File: config.mk
export PLATFORM = sky130hd
export DESIGN_NAME = seq_pattern_tx
export DESIGN_NICKNAME = d
export VERILOG_FILES = /design/src/rtl/seq_pattern_tx.sv
export SDC_FILE = /design/constraint.sdc
export NUM_CORES = 1
export LEC_CHECK = 0
export CAP_MARGIN = 20
export CORE_MARGIN = 2
export CORE_UTILIZATION = 55
export CTS_BUF_LIST = sky130_fd_sc_hd__clkbuf_8
export DETAILED_ROUTE_END_ITERATION = 6
export GPL_TIMING_DRIVEN = 0
export PLACE_DENSITY = 0.89
export SYNTH_ARGS = -nofsm -noshare
export SYNTH_HDL_FRONTEND = slang
export SYNTH_SLANG_ARGS = --single-unit
File: constraint.sdc
create_clock -name clk -period 2.3 [get_ports clk]
set_clock_uncertainty 0.05 [all_clocks]
set_input_delay 0.69 -clock clk [delete_from_list [all_inputs] [get_ports clk]]
set_output_delay 0.69 -clock clk [all_outputs]
set_load 0.05 [all_outputs]
File: src/rtl/seq_pattern_tx.sv
// Serial pattern transmitter.
// Shifts a latched PAT_W-bit pattern out MSB-first, once per frame, for a programmable
// number of frames. An optional run of idle cycles separates consecutive frames.
// Every output except start_ready is a flop, computed from the next-state values.
module seq_pattern_tx #(
   parameter int unsigned PAT_W = 4,
   parameter int unsigned CNT_W = 8,
   parameter int unsigned GAP_W = 4
) (
   input  logic             clk,
   input  logic             rst,
   input  logic             start_valid,
   output logic             start_ready,
   input  logic [PAT_W-1:0] pattern,
   input  logic [CNT_W-1:0] repeat_cnt,
   input  logic [GAP_W-1:0] gap,
   input  logic             abort,
   output logic             bit_o,
   output logic             bit_valid,
   output logic             frame_start,
   output logic             busy,
   output logic             done
);

   localparam int unsigned    IdxW   = (PAT_W > 1) ? $clog2(PAT_W) : 1;
   localparam logic [IdxW-1:0] IdxMsb = IdxW'(PAT_W - 1);

   localparam logic [1:0] StIdle  = 2'd0;
   localparam logic [1:0] StShift = 2'd1;
   localparam logic [1:0] StGap   = 2'd2;
   localparam logic [1:0] StDone  = 2'd3;

   logic [1:0]       state_q, state_d;
   logic [IdxW-1:0]  idx_q, idx_d;
   logic [CNT_W-1:0] rem_q, rem_d;
   logic [GAP_W-1:0] gap_q, gap_d;
   logic [GAP_W-1:0] gcnt_q, gcnt_d;
   logic [PAT_W-1:0] pat_q, pat_d;

   logic bit_o_q, bit_o_d;
   logic bit_valid_q, bit_valid_d;
   logic frame_start_q, frame_start_d;
   logic busy_q, busy_d;
   logic done_q, done_d;

   logic accept;

   // Abort blocks a start in the same cycle, so it is folded into ready.
   assign start_ready = (state_q == StIdle) & ~abort & ~rst;
   assign accept      = start_valid & start_ready;

   // Next-state: handshake capture, bit/frame/gap counting, abort back to idle
   always_comb begin
      state_d = state_q;
      idx_d   = idx_q;
      rem_d   = rem_q;
      gap_d   = gap_q;
      gcnt_d  = gcnt_q;
      pat_d   = pat_q;
      if ((state_q != StIdle) && abort) begin
         state_d = StIdle;
      end else begin
         case (state_q)
            StIdle: begin
               if (accept) begin
                  pat_d   = pattern;
                  gap_d   = gap;
                  rem_d   = repeat_cnt;
                  idx_d   = IdxMsb;
                  state_d = (repeat_cnt == '0) ? StDone : StShift;
               end
            end
            StShift: begin
               if (idx_q == '0) begin
                  rem_d = rem_q - CNT_W'(1);
                  idx_d = IdxMsb;
                  if (rem_q <= CNT_W'(1)) begin
                     state_d = StDone;
                  end else if (gap_q != '0) begin
                     state_d = StGap;
                     gcnt_d  = gap_q;
                  end
                  // gap of zero: stay in SHIFT and send the next MSB without a bubble
               end else begin
                  idx_d = idx_q - IdxW'(1);
               end
            end
            StGap: begin
               if (gcnt_q <= GAP_W'(1)) begin
                  state_d = StShift;
                  idx_d   = IdxMsb;
                  gcnt_d  = '0;
               end else begin
                  gcnt_d = gcnt_q - GAP_W'(1);
               end
            end
            StDone: begin
               state_d = StIdle;
            end
            default: begin
               state_d = StIdle;
            end
         endcase
      end
   end

   // Registered outputs reflect the state being entered, so the MSB appears right after accept
   always_comb begin
      bit_valid_d   = (state_d == StShift);
      bit_o_d       = bit_valid_d & pat_d[idx_d];
      frame_start_d = bit_valid_d & (idx_d == IdxMsb);
      busy_d        = (state_d != StIdle);
      done_d        = (state_d == StDone);
   end

   // State and output registers with synchronous reset
   always_ff @(posedge clk) begin
      if (rst) begin
         state_q       <= StIdle;
         idx_q         <= '0;
         rem_q         <= '0;
         gap_q         <= '0;
         gcnt_q        <= '0;
         pat_q         <= '0;
         bit_o_q       <= 1'b0;
         bit_valid_q   <= 1'b0;
         frame_start_q <= 1'b0;
         busy_q        <= 1'b0;
         done_q        <= 1'b0;
      end else begin
         state_q       <= state_d;
         idx_q         <= idx_d;
         rem_q         <= rem_d;
         gap_q         <= gap_d;
         gcnt_q        <= gcnt_d;
         pat_q         <= pat_d;
         bit_o_q       <= bit_o_d;
         bit_valid_q   <= bit_valid_d;
         frame_start_q <= frame_start_d;
         busy_q        <= busy_d;
         done_q        <= done_d;
      end
   end

   assign bit_o       = bit_o_q;
   assign bit_valid   = bit_valid_q;
   assign frame_start = frame_start_q;
   assign busy        = busy_q;
   assign done        = done_q;

endmodule

==> metrics.md <==
| Metric | Value |
|---|---|
| Initial Util | `57.94%` |
| # placed instances | `254` |
| Leak | `0.7484 nW` |
| Layout cell share with drive strength beyond 1 | `14.29%` |
| Post-Syn Instances | `199` |
| Total Routed Length | `3.776 mm` |
| Number of global-route vias before repair | `1,357` |
| Number of nets with antenna violations after routing | `0` |
| Vias/cell | `5.870` |
| Adder-cell share of the synthesized area | `4.503%` |
| CP max stage cell | `dlygate4sd2_1` |
| CP max stage delay | `340 ps` |
| Setup Fix Bufs, Post-CTS | `0` |
| RSZ-0062 raised after global routing | `false` |
| Worst path arrival time | `1500 ps` |
| Hold_buf cts | `0` |
| DRT Pass-1 Iters | `4` |
| Place WS | `-842.4 ps` |
| Post-synthesis area per instance | `8.098 µm²` |
| Synth top area share | `36.02%` |
| Avg WL per Cell | `14.41 µm` |
| Synth Area in Compound Gates | `24.22%` |
| Slew HR | `63.89%` |
| Setup violators final | `0` |
| Critical Path, Cell by Cell | `dlygate4sd2_1 > nor4_4 > buf_6` |
| First-pass GRT wire length | `6.168 mm` |
| GP Congestion | `0.9023` |
| CP Data Required Time | `1560 ps` |
| Worst hold start | `pat_q[3]$_SDFF_PP0_` |
| Crit share post-route | `97.32%` |
| PD cells | `611.0 nW/µm²` |
| Simple-gate share of the synthesized area | `27.10%` |
| Main flop type after synthesis | `dfxtp_1` |
| Most common cell after layout, fill and taps aside | `nand2_1` |
| Worst setup path endpoint | `start_ready` |
| H-tree levels | `2` |
| Nets | `255` |
| Worst setup path class | `in2out` |
| Clk root buf | `clkbuf_8` |
| Largest net degree at the start of global routing | `11` |
| Largest family of logic cells by synthesized area | `simple AND/OR/NAND/NOR gates` |
| Max-cap viol count | `0` |
| Number of synthesized register bits | `29` |
| Register clock-pin slew on the reported worst setup and hold paths | `60 ps` |
| Path depth of the worst reg2reg path | `8` |
| Delay-heaviest family, CP | `buffers and inverters` |
| Final slew viol count | `0` |
| VDD IR max | `0.6432 mV` |
| Sum Neg Setup Slack | `0 ps` |
| Clock Path Buffers | `2` |
| Area Overhead vs Synth | `27.95%` |
| Total clock sinks | `29` |
| Vias | `1,538` |
| Reg2reg start | `gcnt_q[0]$_SDFFE_PP0P_` |
| Crit path buffers/inverters | `2` |
| Achievable Freq | `446.8 MHz` |
| Reg2Reg Setup Slack | `220 ps` |
| Cell row count | `19` |
| Final setup margin | `61.64 ps` |
| EDFF count, synth | `0` |
| CTS tree | `yes` |
| Status | `complete, no violations` |
| Core ar. | `2781 µm²` |
| Top cells by area, synth | `dfxtp_1 36%, nand2_1 7.0%, a21oi_1 6.2%, ha_1 3.9%, o21ai_0 3.7%` |
| Die ar. | `3379 µm²` |
| DR DRC count | `0` |
| Synth warn | `0` |
| Detailed placer's ending HPWL | `2.766 mm` |
| CTS Buf Count | `5` |
| Fillers | `215` |
| Drt initial violations | `100` |
| Cell taking the most area after synthesis | `dfxtp_1` |
| Worst Setup End Kind | `primary output` |
| Worst-Skew Late Latency | `280 ps` |
| Port Buf Inserts | `24` |
| Die Span X | `58.13 µm` |
| CP Max Fanout | `7` |
| Mux cell area share after synthesis | `1.863%` |
| GRT Overall Usage | `24.77%` |
| Die Y | `58.13 µm` |
| Grt ovf | `0` |
| Diode count | `0` |
| Mapped Nets | `224` |
| Crit. Startpoint | `abort` |
| I/O pins | `26` |
| Synth unique cells | `51` |
| Post-synthesis xor/xnor area fraction | `0.5435%` |
| Final min period | `2238 ps` |
| Crit path depth | `3` |
| Slew @ Worst Pin | `541.6 ps` |
| Final Hold Fails | `0` |
| Worst Hold Class | `reg2reg` |
| Post-Syn Area | `1612 µm²` |
| Non-filler instance count after layout | `262` |
| Most frequent cells in the layout | `30 x nand2_1, 29 x dfxtp_1, 22 x clkdlybuf4s50_1, 17 x a21oi_1, 14 x nor2_1` |
| Initial antenna violation count | `0` |
| Kind of start point of the critical path | `input pin` |
| Synth async-reset ratio | `0%` |
| RR Endpoint | `bit_o$_SDFF_PP0_` |
| Post-CTS resize count | `7` |
| Sequential share of the synthesized area | `36.02%` |
[worst reg2reg max path, stage by stage, from the launching register on]
cell and delay (ps):
dfxtp_1 390, inv_1 60, ha_1 230, or2_2 310, a311oi_1 250, or3b_2 200, mux2i_1 200, a21oi_1 90
o211a_1 200
[registers in the layout, summed over array words and instances (netlist names)]
name,flops
state_q,2
bit_o,1
gap_q,4
bit_valid,1
rem_q,8
gcnt_q,4
busy,1
pat_q,4
done,1
frame_start,1
idx_q,2
[metrics by stage]
step	instance area (µm²)	total power, W	hold WS [ps]	utilization [%]
after floorplan	1667	0.0006664	385.7	-
after global placement	1946	0.0007322	392.6	69.95
final	2062	0.001260	413.9	74.13
after global routing	2062	0.001309	440.2	74.13
after CTS	2058	0.001266	410.9	74.00
after detailed placement	1946	0.0007368	402.3	69.95
[logic make-up after synthesis]
family | after synthesis
AND/OR/NAND/NOR | 82
multiplexers | 3
buffers and inverters | 20
adder cells (fa/ha/maj) | 6
XOR/XNOR | 1
flip-flops | 29
AO/OA/AOI/OAI | 58
[where the power goes]
part	leakage, nW	switching, W	total [W]	internal, W
registers	0.235	0.0000146	0.000534	0.000519
logic	0.450	0.000102	0.000195	0.0000925
clock network	0.0626	0.000183	0.000531	0.000348
[Yosys cell counts (3+ instances only)]
| library cell | n |
|---|---|
| a211oi_1 | 5 |
| a21oi_1 | 20 |
| a22oi_1 | 4 |
| and2_1 | 4 |
| clkbuf_1 | 6 |
| dfxtp_1 | 29 |
| ha_1 | 5 |
| inv_1 | 9 |
| mux2i_1 | 3 |
| nand2_1 | 30 |
| nand3b_1 | 3 |
| nor2_1 | 14 |
| nor2b_1 | 6 |
| nor3_1 | 5 |
| nor4_1 | 4 |
| o21ai_0 | 12 |
[routing by layer]
layer,track usage (%),vias up,share of wire [%]
li1,-,776,-
met1,33.33,713,47
met2,35.88,44,47
met3,8.036,5,4.5
met4,11.63,0,1.6
met5,0,-,0
[how the worst min path moves through the flow]
| stage | to | slack (ps) | cells after the start |
|---|---|---|---|
| 5_1_grt | pat_q[1]$_SDFF_PP0_ | 440 | 2 |
| 4_1_cts | pat_q[3]$_SDFF_PP0_ | 410 | 2 |
| 3_3_place_gp | pat_q[3]$_SDFF_PP0_ | 390 | 2 |
| 6_report | pat_q[3]$_SDFF_PP0_ | 410 | 2 |
| 2_1_floorplan | pat_q[1]$_SDFF_PP0_ | 390 | 2 |
| 3_5_place_dp | pat_q[3]$_SDFF_PP0_ | 400 | 2 |
[final cells by class]
type | instances | area [µm²] | area share, %
plain buffers | 11 | 90.09 | 4.369
clock buffers | 6 | 82.58 | 4.005
clock inverters | 2 | 33.78 | 1.638
inverters | 9 | 33.78 | 1.638
multi-input cells | 150 | 962.2 | 46.66
flip-flops and latches | 29 | 580.6 | 28.16
well taps | 31 | 38.79 | 1.881
repair buffers | 24 | 240.2 | 11.65
Power figures use the tool's default switching activity.
